--- config.mk ---
export PLATFORM = sky130hd
export DESIGN_NAME = fetch_unit
export DESIGN_NICKNAME = d
export VERILOG_FILES = /design/src/rtl/fetch_unit.sv
export SDC_FILE = /design/constraint.sdc
export NUM_CORES = 1
export LEC_CHECK = 0
export BUFFER_PORTS_ARGS = -buffer_cell sky130_fd_sc_hd__buf_2
export CAP_MARGIN = 20
export CORE_AREA = 2 2 102 104
export CTS_CLUSTER_SIZE = 20
export DETAILED_ROUTE_END_ITERATION = 6
export DIE_AREA = 0 0 104 106
export PLACE_DENSITY = 0.86
export SYNTH_ARGS = -nofsm -noshare
export SYNTH_HDL_FRONTEND = slang
export SYNTH_SLANG_ARGS = --single-unit
--- constraint.sdc ---
create_clock -name clk -period 2.1 [get_ports clk]
set_clock_uncertainty 0.05 [all_clocks]
set_input_delay 0.42 -clock clk [delete_from_list [all_inputs] [get_ports clk]]
set_output_delay 0.42 -clock clk [all_outputs]
set_load 0.005 [all_outputs]
--- src/rtl/fetch_unit.sv ---
`default_nettype none
// +------------------------------------------------------------------------+
// | fetch_unit: loads the reset vector, fetches and packs 1/2-word instrs. |
// | Revision: 1.0                                                          |
// +------------------------------------------------------------------------+
module fetch_unit #(
  parameter int ADDR_W  = 21,
  parameter int IMM_BIT = 15
) (
  input  logic              clk,
  input  logic              reset,
  output logic [ADDR_W-1:0] imem_addr,
  input  logic [15:0]       imem_data,
  input  logic              stall,
  input  logic              branch_taken,
  input  logic [31:0]       branch_target,
  output logic [15:0]       ir_out,
  output logic [15:0]       imm_out,
  output logic [31:0]       pc_out,
  output logic              valid_out
);

  typedef enum logic [1:0] {
    VEC0 = 2'd0,
    VEC1 = 2'd1,
    RUN  = 2'd2,
    IMM  = 2'd3
  } state_t;

  state_t      state, state_nx;
  logic [31:0] pc, pc_nx;
  logic [15:0] ir_nx, imm_nx;
  logic [31:0] pc_out_nx;
  logic        valid_nx;

  always_ff @(posedge clk or negedge reset) begin
    if (!reset) begin
      state     <= VEC0;
      pc        <= '0;
      ir_out    <= '0;
      imm_out   <= '0;
      pc_out    <= '0;
      valid_out <= 1'b0;
    end else begin
      state     <= state_nx;
      pc        <= pc_nx;
      ir_out    <= ir_nx;
      imm_out   <= imm_nx;
      pc_out    <= pc_out_nx;
      valid_out <= valid_nx;
    end
  end

  // The vector states address fixed words; otherwise the truncated PC.
  always_comb begin
    unique case (state)
      VEC0:    imem_addr = '0;
      VEC1:    imem_addr = ADDR_W'(1);
      default: imem_addr = pc[ADDR_W-1:0];
    endcase
  end

  always_comb begin
    state_nx  = state;
    pc_nx     = pc;
    ir_nx     = ir_out;
    imm_nx    = imm_out;
    pc_out_nx = pc_out;
    valid_nx  = valid_out;
    unique case (state)
      VEC0: begin
        pc_nx    = {imem_data, pc[15:0]};
        state_nx = VEC1;
      end
      VEC1: begin
        pc_nx    = {pc[31:16], imem_data};
        state_nx = RUN;
      end
      RUN: begin
        if (branch_taken) begin
          pc_nx    = branch_target;
          valid_nx = 1'b0;
          imm_nx   = '0;
        end else if (!stall) begin
          ir_nx     = imem_data;
          pc_out_nx = pc;
          imm_nx    = '0;
          pc_nx     = pc + 32'd1;
          if (imem_data[IMM_BIT]) begin
            valid_nx = 1'b0;
            state_nx = IMM;
          end else begin
            valid_nx = 1'b1;
          end
        end
      end
      IMM: begin
        // A redirect here drops the half-assembled packet.
        if (branch_taken) begin
          pc_nx    = branch_target;
          valid_nx = 1'b0;
          state_nx = RUN;
        end else if (!stall) begin
          imm_nx   = imem_data;
          valid_nx = 1'b1;
          pc_nx    = pc + 32'd1;
          state_nx = RUN;
        end
      end
      default: state_nx = VEC0;
    endcase
  end

endmodule
`default_nettype wire

* Yosys cells after proc, flatten, opt, wreduce, memory -nomap -nowiden
Index checks and enable logic that the tools add are counted. W data, S select, Z words.
Word-level totals: output and inout port bits 86, register bits after elaboration 99, logic and storage cells 53
Operators by class: reductions and logical operators 9, equal/unequal tests 11, mux-type cells 21, $add $sub $neg 1, bitwise logic cells 4
Operators by type and width (number):
- $pmux W32 S3 | 1
- $mux W16 | 4
- $mux W32 | 2
- $pmux W21 S2 | 1
- $add A32 B1 Y32 const B | 1
- $pmux W16 S2 | 1
- $mux W2 | 5
- $ne A2 B2 Y1 const B | 5
- $pmux W2 S4 | 1
- $reduce_and A4 Y1 | 2
- $ne A3 B3 Y1 const B | 2
- $reduce_and A3 Y1 | 2
- $mux W1 | 5
- $eq A2 B2 Y1 const B | 2
- $not A1 Y1 | 4
- $reduce_and A2 Y1 | 2
- $ne A3 B2 Y1 const B | 1
- $eq A2 B1 Y1 const B | 1
- $logic_not A2 Y1 | 1
- $pmux W1 S2 | 1
- $reduce_bool A2 Y1 | 1
- $reduce_or A2 Y1 | 1

* Depth between registers and ports, before layout
word-level depth 4, gate-level depth with buffers 7, gate-level depth less buffers 6

* Worst setup path after synthesis
OpenSTA, ideal clock, no wires.
path kind register to register, from register pc[0], to register pc[16], clock period less this slack 1781 ps, buffers on the path 0, stages on the path, launching flop included 6, required time 1981 ps, arrival 1662 ps, slack 319 ps, library setup time 69 ps, cell sequence dfrtp_1 > ha_1 > nand3_2 > or3_1 > or4_1 > nand3_1
Between the ends: word-level cells in the longest chain between the ends 4
Ends and longest elaborated chain:
- start: declaration | line 31 | logic [31:0] pc, pc_nx;
- start signal: assignment | line 46 | pc <= pc_nx;
- $add A32 B1 Y32 | line 88, 106
- $mux W32 | line 84, 103
- $mux W32 | line 99 | if (branch_taken) begin
- $pmux W32 S3 | line 70 | unique case (state)
No other way between the ends. The select of a mux whose other input is x is not followed. A chain may end at the register's enable or synchronous reset.

* Worst setup path after layout
Ends and elaborated chain as after synthesis.

==> impl_metrics.tcl <==
set metrics [dict create \
    outcome "complete, but fails checks" \
    violations "design-rule violations" \
    rsz0062_at_grt "false" \
    dp_hpwl_microns 11000 \
    clock-root-buffer "clkbuf_8" \
    max_cap_viol_count 0 \
    viasPerCell 6.12 \
    cts_buffer_depth 2 \
    synth_warnings 0 \
    min_period_ns 1.99 \
    synth_fp_nets 563 \
    drive_gt1_share_pct 36.4 \
    worst-path-max-fanout 8 \
    h-tree-depth 3 \
    cts_buffers 9 \
    syn_avg_cell_area_sq_um 10.1 \
    place_inst 772 \
    netlist_instances 510 \
    antenna_cells 0 \
    ff2ff_setup_slack_ns 0.11 \
    wl_microns 15200 \
    vias 4828 \
    syn2layout_area_growth_pct 21.2 \
    fp.dieW_microns 104 \
    cts_tree "yes" \
    pin_count 138 \
    layout.cells.non_filler 789 \
    worst_pin_slew_ns 0.589 \
    peakVddDrop_uv 320 \
    gp_congestion 0.978 \
    route.detailed.drc 2 \
    critPathLaunchType "flip-flop" \
    slew_headroom_pct 60.5 \
    reg2reg_to "pc[16]" \
    path_class "reg -> reg" \
    ant_nets 0 \
    placementRows 37 \
    post_cts_resized 0 \
    cts_sinks 99 \
    fin_setup_tns_ns 0 \
    grt_pass1_vias 4563 \
    slew_violations 0 \
    synth-edff-count 0 \
    antenna_found_initial 0 \
    die_height_microns 106 \
    hold_end "pc[15]" \
    cp_data_required_time_ns 2.35 \
    clkTransAtPathRegs_ns 0.09 \
    synthFlopType "dfrtp_1" \
    power.total_uw 4680 \
    drt-pass1-iter-count 7 \
    power.leakage_uw 0.00282 \
    hold_slack_ns 0.251 \
    track_usage_pct 27.8 \
    finalHoldViolations 0 \
    timing.fmax_mhz 503 \
    final_common_cell "buf_2" \
    synthArstFlopShare_pct 100 \
    grt_max_degree 48 \
    layout_common_cells "136 x buf_2, 99 x dfrtp_1, 48 x mux2_2" \
    design.core.area_sq_um 10000 \
    worstHoldPathType "in -> reg" \
    grt_first_pass_wirelength_microns 24100 \
    setup_slack_ns 0.113 \
    hold-path-cell-count 3 \
    grt_overflow_total 0 \
    pre_cts_slack_ns 0.114 \
    worstHoldStart "branch_target[15]" \
    cp-end-kind "flip-flop" \
    drtIter0Drc 536 \
    setup_violations 0 \
    fin_nets 703 \
    synth_cell_types 57 \
    synth-seq-area-share_pct 48.2 \
    synth_area_sq_um 5130 \
    insertion_delay_ns 0.37 \
    wl_per_cell_microns 19.3 \
    io_buffers 137 \
    die_area_sq_um 11000 \
    min_period_over_period_pct 94.6 \
    ys_seq_elements 99 \
    start_util_pct 51.4 \
    r2r-start "pc[0]" \
    r2r_cells 5 \
    power_density_nw_per_um2 753 \
    arrival_ns 2.23 \
]
==> layer usage <==
| layer | track usage [%] | vias to the layer above | part of all wire, % |
|---|---|---|---|
| met5 | 0 | - | 0 |
| met2 | 42.4 | 309 | 46 |
| met3 | 5.95 | 68 | 9.8 |
| li1 | - | 2135 | - |
| met1 | 37.3 | 2316 | 40 |
| met4 | 14.8 | 0 | 4.7 |
==> power by group <==
group	leakage, uW	internal (uW)	switching [uW]
Combinational	0.00153	572	527
Sequential	0.00120	2200	239
Clock	0.0000875	488	657
==> area by class of cell <==
cell class | count | area (sq um)
fillers | 842 | 3780
flip-flops and latches | 99 | 2480
multi-input cells | 350 | 2380
repair buffers | 167 | 928
well taps | 136 | 170
clock buffers | 11 | 151
inverters | 23 | 86.3
clock inverters | 3 | 25.0
==> cell usage after synthesis (4+ instances only) <==
cell type | instances | share of area (%)
nand3_1 | 32 | 3.1
o21ai_0 | 43 | 4.2
o22ai_1 | 13 | 1.6
dfrtp_1 | 99 | 48
and2_1 | 22 | 2.7
buf_4 | 4 | 0.58
and3_1 | 7 | 0.85
mux2_2 | 48 | 11
nand4_1 | 9 | 1.1
nor3_1 | 4 | 0.39
nand2_1 | 28 | 2.0
buf_2 | 14 | 1.4
nor2_1 | 24 | 1.8
a31oi_1 | 8 | 0.97
a211oi_1 | 4 | 0.58
a21oi_1 | 27 | 2.6
inv_1 | 23 | 1.7
a22oi_1 | 12 | 1.8
o22a_1 | 4 | 0.68
xnor2_1 | 6 | 1.0
clkbuf_1 | 15 | 1.1
nand2b_1 | 5 | 0.61
==> timing repair <==
action	4_1_cts	5_1_grt
hold buffers	1	0
endpoints found under the hold margin	16	0
setup endpoints to repair	0	2
buffers inserted	0	2
==> worst max-delay path, stage by stage (launching register included) <==
cell	delay, ns
dfrtp_1	0.48
ha_1	0.27
nand3_2	0.15
or3_1	0.39
or4_1	0.48
nand3_1	0.10
==> state kept, by name, indices dropped and copies added (netlist names) <==
| register | count |
|---|---|
| imm_out | 16 |
| ir_out | 16 |
| pc | 32 |
| pc_out | 32 |
| state | 2 |
| valid_out | 1 |
==> cell families (layout without fill, tap and decap cells) <==
group | after synthesis | in the layout | share of synthesized area (%)
simple gates | 151 | 151 | 16.3
compound gates | 139 | 139 | 17.3
flops | 99 | 99 | 48.2
buf+inv | 61 | 204 | 5.53
mux | 51 | 51 | 11.1
xor+xnor | 8 | 8 | 1.36
fa+ha+maj | 1 | 1 | 0.244
==> metrics by stage <==
step / instance area (sq um) / utilization [%]
6_report: 6220 / 62.2
5_1_grt: 6220 / 62.2
4_1_cts: 6210 / 62.1
3_5_place_dp: 6020 / 60.2
3_3_place_gp: 6020 / 60.2
2_1_floorplan: 5130 / -
==> worst max path at each step <==
stage          start  endpoint  slack [ns]  cells after the start
5_1_grt        pc[4]    pc[25]        0.02                      6
3_3_place_gp   pc[0]    pc[16]        0.22                      5
6_report       pc[0]    pc[16]        0.11                      5
2_1_floorplan  pc[0]    pc[16]        0.32                      5
4_1_cts        pc[0]    pc[20]        0.08                      6
3_5_place_dp   pc[0]    pc[20]        0.11                      6
Power figures use the tool's default switching activity.
